**src/rtl/alu_muldiv_if.sv**
```systemverilog
// Request/result bundle for the iterative multiply/divide unit.
// Carries o_div_zero only when ALU_MULDIV_DIVZERO_EN is defined.
interface alu_muldiv_if #(
  parameter int NB_BITS = 32,
  parameter int NB_OPE  = 5
);
  logic               i_start;
  logic [NB_OPE-1:0]  i_ope_sel;
  logic [NB_BITS-1:0] i_data_a;
  logic [NB_BITS-1:0] i_data_b;
  logic [NB_BITS-1:0] o_hi;
  logic [NB_BITS-1:0] o_lo;
  logic               o_busy;
  logic               o_done;
`ifdef ALU_MULDIV_DIVZERO_EN
  logic               o_div_zero;

  modport master (
    output i_start, i_ope_sel, i_data_a, i_data_b,
    input  o_hi, o_lo, o_busy, o_done, o_div_zero
  );
  modport slave (
    input  i_start, i_ope_sel, i_data_a, i_data_b,
    output o_hi, o_lo, o_busy, o_done, o_div_zero
  );
`else
  modport master (
    output i_start, i_ope_sel, i_data_a, i_data_b,
    input  o_hi, o_lo, o_busy, o_done
  );
  modport slave (
    input  i_start, i_ope_sel, i_data_a, i_data_b,
    output o_hi, o_lo, o_busy, o_done
  );
`endif
endinterface

```
**src/rtl/alu_muldiv.sv**
```systemverilog
// Iterative MULT/MULTU/DIV/DIVU unit with HI/LO and MTHI/MTLO.
// ALU_MULDIV_DIVZERO_EN: divide by zero finishes early with o_div_zero.
module alu_muldiv #(
  parameter int NB_BITS = 32,
  parameter int NB_OPE  = 5
) (
  input logic         i_clock,
  input logic         i_reset,
  alu_muldiv_if.slave bus
);
  localparam int N = NB_BITS;
  localparam logic [NB_OPE-1:0] OP_MULT  = NB_OPE'(16);
  localparam logic [NB_OPE-1:0] OP_MULTU = NB_OPE'(17);
  localparam logic [NB_OPE-1:0] OP_DIV   = NB_OPE'(18);
  localparam logic [NB_OPE-1:0] OP_DIVU  = NB_OPE'(19);
  localparam logic [NB_OPE-1:0] OP_MTHI  = NB_OPE'(20);
  localparam logic [NB_OPE-1:0] OP_MTLO  = NB_OPE'(21);

  typedef enum logic [1:0] {S_IDLE, S_RUN, S_FIX} state_t;

  state_t         state;
  logic [N-1:0]   hi, lo, opd, cnt;
  logic [2*N-1:0] acc;
  logic           busy, done, is_div, neg_q, neg_r;
`ifdef ALU_MULDIV_DIVZERO_EN
  logic           dz, div_zero;
`endif

  logic           op_mul, op_div, op_sgn;
  logic           op_mthi, op_mtlo, sgn_a, sgn_b, rem_ge;
  logic [N-1:0]   a_mag, b_mag, rem_sub;
  logic [N-1:0]   q_fix, r_fix, hi_fix, lo_fix;
  logic [N:0]     rem_sh, mul_sum;
  logic [2*N-1:0] mul_next, div_next, prod_fix;

  always_comb begin
    op_mul  = bus.i_ope_sel == OP_MULT ||
              bus.i_ope_sel == OP_MULTU;
    op_div  = bus.i_ope_sel == OP_DIV ||
              bus.i_ope_sel == OP_DIVU;
    op_sgn  = bus.i_ope_sel == OP_MULT ||
              bus.i_ope_sel == OP_DIV;
    op_mthi = bus.i_ope_sel == OP_MTHI;
    op_mtlo = bus.i_ope_sel == OP_MTLO;
    sgn_a   = op_sgn & bus.i_data_a[N-1];
    sgn_b   = op_sgn & bus.i_data_b[N-1];
    a_mag   = sgn_a ? -bus.i_data_a : bus.i_data_a;
    b_mag   = sgn_b ? -bus.i_data_b : bus.i_data_b;
    // acc = {partial product, multiplier} or {remainder, dividend/quotient}
    mul_sum  = {1'b0, acc[2*N-1:N]} +
               (acc[0] ? {1'b0, opd} : {(N+1){1'b0}});
    mul_next = {mul_sum, acc[N-1:1]};
    rem_sh   = acc[2*N-1:N-1];
    rem_ge   = rem_sh >= {1'b0, opd};
    rem_sub  = rem_sh[N-1:0] - opd;
    div_next = rem_ge ?
               {rem_sub, acc[N-2:0], 1'b1} :
               {rem_sh[N-1:0], acc[N-2:0], 1'b0};
    prod_fix = neg_q ? -acc : acc;
    q_fix    = neg_q ? -acc[N-1:0] : acc[N-1:0];
    r_fix    = neg_r ? -acc[2*N-1:N] : acc[2*N-1:N];
    hi_fix   = is_div ? r_fix : prod_fix[2*N-1:N];
    lo_fix   = is_div ? q_fix : prod_fix[N-1:0];
  end

  always_ff @(posedge i_clock or posedge i_reset) begin
    if (i_reset) begin
      state  <= S_IDLE;
      hi     <= '0;
      lo     <= '0;
      opd    <= '0;
      cnt    <= '0;
      acc    <= '0;
      busy   <= 1'b0;
      done   <= 1'b0;
      is_div <= 1'b0;
      neg_q  <= 1'b0;
      neg_r  <= 1'b0;
`ifdef ALU_MULDIV_DIVZERO_EN
      dz       <= 1'b0;
      div_zero <= 1'b0;
`endif
    end else begin
      done <= 1'b0;
`ifdef ALU_MULDIV_DIVZERO_EN
      div_zero <= 1'b0;
`endif
      unique case (state)
        S_IDLE: begin
          if (bus.i_start) begin
            unique case (1'b1)
              op_mul, op_div: begin
                acc    <= {{N{1'b0}},
                           op_div ? a_mag : b_mag};
                opd    <= op_div ? b_mag : a_mag;
                is_div <= op_div;
                neg_q  <= sgn_a ^ sgn_b;
                neg_r  <= sgn_a;
                cnt    <= '0;
                busy   <= 1'b1;
                state  <= S_RUN;
`ifdef ALU_MULDIV_DIVZERO_EN
                dz <= op_div && bus.i_data_b == '0;
                if (op_div && bus.i_data_b == '0)
                  state <= S_FIX;
`endif
              end
              op_mthi: hi <= bus.i_data_a;
              op_mtlo: lo <= bus.i_data_a;
              default: ;
            endcase
          end
        end
        S_RUN: begin
          acc <= is_div ? div_next : mul_next;
          cnt <= cnt + N'(1);
          if (cnt == N'(N-1))
            state <= S_FIX;
        end
        S_FIX: begin
          state <= S_IDLE;
          busy  <= 1'b0;
          done  <= 1'b1;
`ifdef ALU_MULDIV_DIVZERO_EN
          div_zero <= dz;
          if (!dz) begin
            hi <= hi_fix;
            lo <= lo_fix;
          end
`else
          hi <= hi_fix;
          lo <= lo_fix;
`endif
        end
        default: state <= S_IDLE;
      endcase
    end
  end

  assign bus.o_hi   = hi;
  assign bus.o_lo   = lo;
  assign bus.o_busy = busy;
  assign bus.o_done = done;
`ifdef ALU_MULDIV_DIVZERO_EN
  assign bus.o_div_zero = div_zero;
`endif
endmodule

```
**src/flat_wrapper.sv**
```systemverilog
// flat-port wrapper written by rule: the top's interface ports become plain ports
module alu_muldiv_flat 
#(
  parameter int NB_BITS = 32,
  parameter int NB_OPE  = 5
)
  (i_clock, i_reset, bus_i_start, bus_i_ope_sel, bus_i_data_a, bus_i_data_b, bus_o_hi, bus_o_lo, bus_o_busy, bus_o_done);
  alu_muldiv_if #(.NB_BITS(NB_BITS), .NB_OPE(NB_OPE)) bus_i ();
  input logic i_clock;
  input logic i_reset;
  input wire logic [$bits(bus_i.i_start)-1:0] bus_i_start;
  input wire logic [$bits(bus_i.i_ope_sel)-1:0] bus_i_ope_sel;
  input wire logic [$bits(bus_i.i_data_a)-1:0] bus_i_data_a;
  input wire logic [$bits(bus_i.i_data_b)-1:0] bus_i_data_b;
  output wire logic [$bits(bus_i.o_hi)-1:0] bus_o_hi;
  output wire logic [$bits(bus_i.o_lo)-1:0] bus_o_lo;
  output wire logic [$bits(bus_i.o_busy)-1:0] bus_o_busy;
  output wire logic [$bits(bus_i.o_done)-1:0] bus_o_done;
  assign bus_i.i_start = bus_i_start;
  assign bus_i.i_ope_sel = bus_i_ope_sel;
  assign bus_i.i_data_a = bus_i_data_a;
  assign bus_i.i_data_b = bus_i_data_b;
  assign bus_o_hi = bus_i.o_hi;
  assign bus_o_lo = bus_i.o_lo;
  assign bus_o_busy = bus_i.o_busy;
  assign bus_o_done = bus_i.o_done;
  alu_muldiv #(.NB_BITS(NB_BITS), .NB_OPE(NB_OPE)) u_core (.i_clock(i_clock), .i_reset(i_reset), .bus(bus_i));
endmodule
```
**config.mk**
```make
export PLATFORM = sky130hd
export DESIGN_NAME = alu_muldiv_flat
export DESIGN_NICKNAME = d
export VERILOG_FILES = /design/src/rtl/alu_muldiv_if.sv /design/src/rtl/alu_muldiv.sv /design/src/flat_wrapper.sv
export SDC_FILE = /design/constraint.sdc
export NUM_CORES = 1
export LEC_CHECK = 0
export BUFFER_PORTS_ARGS = -buffer_cell sky130_fd_sc_hd__buf_2
export CAP_MARGIN = 40
export CELL_PAD_IN_SITES_DETAIL_PLACEMENT = 1
export CELL_PAD_IN_SITES_GLOBAL_PLACEMENT = 1
export CORE_MARGIN = 4
export CORE_UTILIZATION = 41
export DETAILED_ROUTE_END_ITERATION = 7
export PLACE_DENSITY = 0.73
export SYNTH_ARGS = -nofsm -noshare
export SYNTH_HDL_FRONTEND = slang
export SYNTH_SLANG_ARGS = --single-unit
```
**constraint.sdc**
```tcl
create_clock -name i_clock -period 7.4 [get_ports i_clock]
set_input_delay 2.22 -clock i_clock [delete_from_list [all_inputs] [get_ports i_clock]]
set_output_delay 2.22 -clock i_clock [all_outputs]
set_load 0.05 [all_outputs]
```
Word level (Yosys, flattened, before mapping). Index checks and enable logic that the tools add are counted.

Bits in registers: 199. Input port bits: 72. Output and inout bits: 66. Word-level logic and storage cells: 82.

$add $sub $neg: 8. Order comparisons: 1. Equality and inequality tests: 14. Mux-type cells: 32. Bitwise logic cells: 3. Reductions and logical operators: 13.

Operators by type and width (number): 2-to-1 mux 32 bit (15); 2-to-1 mux 64 bit (5); case mux 32 bit (2 select lines) (3); negation 32 bit (4); case mux 64 bit (2 select lines) (1); negation 64 bit (1); adder 32 x 33 -> 33 bit (1); greater-or-equal comparator 33 x 32 -> 1 bit (1); adder 32 x 1 -> 32 bit (second input constant) (1); == test 32 x 5 -> 1 bit (second input constant) (1); subtractor 32 bit (1); == test 5 bit (second input constant) (6); AND reduction 3 bit (6); 2-to-1 mux 2 bit (3); != test 2 x 1 -> 1 bit (second input constant) (3); != test 2 bit (second input constant) (2); case mux 2 bit (2 select lines) (1); nonzero test 2 bit (2); logical OR 1 bit (3); 2-to-1 mux 1 bit (3); bitwise AND 1 bit (2); == test 2 x 1 -> 1 bit (second input constant) (1); == test 2 bit (second input constant) (1); zero test 2 bit (1); other kinds (3) (3).

Longest topological paths before layout.
Depth after elaboration: 8. Depth in mapped cells: 14. Mapped depth without buffers: 13.

Worst setup path before layout. Ideal clock, no wire load.

Path type: input -> register. Start: input port bus_i_ope_sel[3]. End: register u_core.cnt[29]. Library setup time: 0.078 ns. Data arrival time: 4.458 ns. Data required time: 7.322 ns. Setup slack: 2.864 ns. Cell stages on the path: 9. Buffers on the path: 1. Cell sequence: nor3b_2 -> a21oi_1 -> or2_1 -> clkbuf_1 -> or4_1 -> nor3_2 -> nand2_1 -> or3_1 -> a21oi_1.

Word-level cells in the longest chain between the ends: 5. Elaborated cells on any way between the ends: 9. Those cells by class: eq/ne (5); reduce/logical (4).

Ends and longest elaborated chain: start, declared (RTL line flat_wrapper.sv:12) `input wire logic [$bits(bus_i.i_ope_sel)-1:0] bus_i_ope_sel;`; == test 5 bit (on tied branches); logical OR 1 bit (on tied branches) (RTL line alu_muldiv.sv:39, alu_muldiv.sv:37); OR reduction 2 bit (*) (RTL line alu_muldiv.sv:91) `unique case (1'b1)`; != test 2 bit (no line) (*); AND reduction 3 bit (no line) (*); end signal, assigned (RTL line alu_muldiv.sv:116) `cnt <= cnt + N'(1);`; end, declared (RTL line alu_muldiv.sv:22) `logic [N-1:0] hi, lo, opd, cnt;`.

Mark *: on every way between the ends. The rest lies on a longest branch, timed or not. A chain may end at the register's enable or synchronous reset.

Worst setup path in the final report.
Start: input port bus_i_data_b[8]. End: register u_core.acc[27].

Word-level cells in the longest chain between the ends: 6.

Ends and longest elaborated chain: start, declared (RTL line flat_wrapper.sv:14) `input wire logic [$bits(bus_i.i_data_b)-1:0] bus_i_data_b;`; negation 32 bit (RTL line alu_muldiv.sv:48) `b_mag = sgn_b ? -bus.i_data_b : bus.i_data_b;`; 2-to-1 mux 32 bit (RTL line alu_muldiv.sv:48); 2-to-1 mux 32 bit (RTL line alu_muldiv.sv:94) `op_div ? a_mag : b_mag};`; 2-to-1 mux 64 bit (RTL line alu_muldiv.sv:91); 2-to-1 mux 64 bit (RTL line alu_muldiv.sv:90) `if (bus.i_start) begin`; case mux 64 bit (2 select lines) (RTL line alu_muldiv.sv:88) `unique case (state)`; end signal, assigned (RTL line alu_muldiv.sv:93) `acc <= {{N{1'b0}},`; end signal, assigned (RTL line alu_muldiv.sv:115) `acc <= is_div ? div_next : mul_next;`; end, declared (RTL line alu_muldiv.sv:23) `logic [2*N-1:0] acc;`.

Every way passes these cells. The select of a mux whose other input is x is not followed.

==> metrics.md <==
| Metric | Value |
|---|---|
| Status | complete, no violations |
| Cells after synthesis | 2128 |
| FFs w/ async S/R, synth | 100.0% |
| Placement Rows | 73 |
| Static leakage | 7.795 nW |
| RSZ-0062 raised after global routing | false |
| Clock skew | 0.01483 ns |
| Reg-to-reg slack, setup | 3.15 ns |
| Area Growth Syn to Fin | 10.19% |
| Clk Latency, worst-skew pair | 0.47 ns |
| Critical Path Max Stage Delay | 0.67 ns |
| P per Cell Area | 467.1 nW/um^2 |
| Reg2reg end | u_core.acc[48] |
| Hold Slack | 0.4781 ns |
| Slew HR | 36.81% |
| Fraction of layout cells with a size suffix above 1 | 10.83% |
| First-pass GRT wire length | 96490 um |
| Required time of the critical path | 7.71 ns |
| Period utilization | 64.62% |
| Core area | 39730 sq um |
| Aggregate negative setup slack | 0 ns |
| Initial antenna violation count | 1 |
| Clock sinks | 199 |
| Starting Density | 41.52% |
| H-tree levels | 4 |
| DR vias/cell | 5.965 |
| Switching Power | 4.540 mW |
| Nets | 2310 |
| Min Tclk post-route | 4.782 ns |
| R2r worst-path depth | 10 |
| Critical Path AT | 5.09 ns |
| Die ar. | 43510 sq um |
| Synthesized area | 16500 sq um |
| Peak supply drop | 0.0001714 V |
| Slew Limit Fails | 0 |
| Hold_buf cts | 0 |
| Number of cells on the critical path | 10 |
| Routability cong. | 0.9290 |
| Root buffer cell | clkbuf_16 |
| Synth unique cells | 81 |
| Setup violators final | 0 |
| Synth warnings | 0 |
| Hold Vio Cnt, Final | 0 |
| IO buf count | 137 |
| WP buf/inv | 1 |
| Non-Filler Instances | 2706 |
| Crit path launch type | primary input |
| Slowest CP cell | nor4_1 |
| Post-route DRC | 0 |
| Share of the synthesized area in the top cell type | 30.19% |
| Top cell family by delay on the critical path | simple AND/OR/NAND/NOR gates |
| Power Internal | 3.950 mW |
| CTS tree | yes |
| WS Path Type | in -> reg |
| Post-DRT Antenna Nets | 0 |
| Pre-antenna DRT Iters | 5 |
| Global route total overflow | 0 |
| Top post-synthesis cells by area | dfrtp_1 (30%), nand2_1 (6.9%), o21ai_0 (5.3%) |
| Routed vias | 16140 |
| Hold Crit Class | reg -> reg |
| Clk slew on worst S/H paths | 0.08 ns |
| Yosys top cell by area | dfrtp_1 |
| Slew @ Worst Pin | 0.9393 ns |
| Die H | 208.6 um |
| Drt initial violations | 1211 |
| Placed cell count | 2673 |
| Register area share after synthesis | 30.19% |
| Max_cap viols | 0 |
| Post-synth top cells | nand2_1 (303), nor2_1 (221), dfrtp_1 (199) |
| Count leader, synth | nand2_1 |
| Routed WL | 61810 um |
| EDFF count, synth | 0 |
| Final core utilization | 45.75% |
| Crit path to | u_core.acc[27] |
| Post-CTS setup buffers | 0 |
| Total power | 8.490 mW |
| Crit. End Element | flop |
| Vias in the first global route | 16410 |
| F_max | 209.1 MHz |
| Syn Area/Cell | 7.752 sq um |
| Number of CTS-inserted buffers | 17 |
| Post-CTS sizing | 0 |
| Fraction of power spent switching nets | 53.47% |
| # IOs | 138 |
| Ys flop type | dfrtp_1 |
| Crit-path max FO | 6 |
| Combinational power share | 62.8% |
| Cells along the critical path | buf_2 -> or4_1 -> or4_1 -> nor4_1 -> and2_1 -> nor2_1 -> xnor2_1 -> nor2_1 -> a21oi_1 -> o221ai_1 |
| DP HPWL | 47710 um |
| GRT Total Usage | 27.83% |
| Crit path from | bus_i_data_b[8] |
| Largest net degree at the start of global routing | 120 |
| Routed len/inst | 22.84 um |
| Sequential power share | 25.5% |
| Die X-Extent | 208.6 um |
| Crit Reg-Reg Startpoint | u_core.acc[35] |
| Clock buffer depth | 2 |
| Synthesized Nets | 2271 |
| Flops & latches, synth | 199 |
| Clock power frac | 11.7% |
-- final cells by class --
type	count	area, sq um
antenna	1	2.502
clock buffer	20	456.7
clock inverter	12	135.1
fill	4924	21560
inverter	65	247.7
multi-input combinational	1727	10760
sequential	199	4984
tap	525	656.9
timing repair buffer	157	938.4
-- power by group through the flow --
stage	clock network, mW	logic, mW	registers, mW
final	0.990	5.34	2.16
after global routing	1.05	5.89	2.21
after CTS	1.00	5.30	2.13
after detailed placement	0	5.27	2.15
after global placement	0	5.11	2.13
after floorplan	0	3.59	2.31
-- cell families after synthesis --
group | count (synthesis) | share of synthesized area [%]
AO/OA/AOI/OAI | 592 | 21.83
flip-flops | 199 | 30.19
adder cells (fa/ha/maj) | 71 | 5.476
multiplexers | 94 | 5.802
buffers and inverters | 202 | 4.763
XOR/XNOR | 192 | 10.19
AND/OR/NAND/NOR | 778 | 21.75
-- per-layer routing --
metal  part of all wire [%]  global-route usage (%)  up-vias
li1                       -                       -     7591
met1                     47                   39.60     8051
met2                     44                   42.84      406
met3                    4.9                   3.753       94
met4                    4.4                   11.41        0
met5                      0                       0        -
-- worst reg2reg max path, cell delays in order (launching register included) --
cell and delay, ns:
dfrtp_1 0.51, ha_1 0.42, a211oi_1 0.41, o21ai_0 0.17
o221a_2 0.28, o211ai_1 0.20, a31oi_1 0.34, a31oi_4 0.80
buf_4 0.50, o311ai_0 0.24, a32o_1 0.27
-- worst min path at each step --
stage | startpoint | end | slack [ns] | cells past startpoint
finish | u_core.bus.o_lo[1] | u_core.bus.o_lo[1] | 0.48 | 2
floorplan | u_core.opd[10] | u_core.opd[10] | 0.48 | 1
global placement | u_core.bus.o_lo[7] | u_core.bus.o_lo[7] | 0.46 | 2
detailed placement | u_core.bus.o_lo[2] | u_core.bus.o_lo[2] | 0.47 | 2
global route | u_core.bus.o_lo[11] | u_core.bus.o_lo[11] | 0.50 | 2
CTS | u_core.bus.o_lo[2] | u_core.bus.o_lo[2] | 0.48 | 2
-- through the flow --
stage                     cell area [sq um]  setup slack [ns]
after floorplan                       16500             2.606
after global placement                17450             2.207
after detailed placement              17580             2.162
after CTS                             18170             2.649
after global routing                  18170             2.427
final                                 18180             2.618
-- placed cells by master (no fill, tap or decap), types with 16 or more instances in the layout --
master and instances:
dfrtp_1 198, ha_1 69, a21oi_1 158, nand3_1 41, inv_1 63, o31ai_1 20, xnor2_1 94, o21ai_1 40
a31oi_1 38, nand4_1 18, nand2b_1 17, nor3_1 42, nor2b_1 17, a22oi_1 16, mux2i_1 81, a21o_1 26
clkbuf_16 17, xor2_1 98, nor4_1 22, o21ai_0 176, nor2_1 221, or3_1 23, nand2_1 302, buf_2 137
-- flip-flops by register name, indices dropped and copies added, names as in the netlist --
| signal | flops |
|---|---|
| u_core.bus.o_lo | 32 |
| u_core.cnt | 32 |
| u_core.state | 2 |
| u_core.bus.o_busy | 1 |
| u_core.is_div | 1 |
| u_core.bus.o_done | 1 |
| u_core.acc | 64 |
| u_core.neg_q | 1 |
| u_core.opd | 32 |
| u_core.neg_r | 1 |
| u_core.bus.o_hi | 32 |
Note: power is estimated with default switching activity, not from simulation.
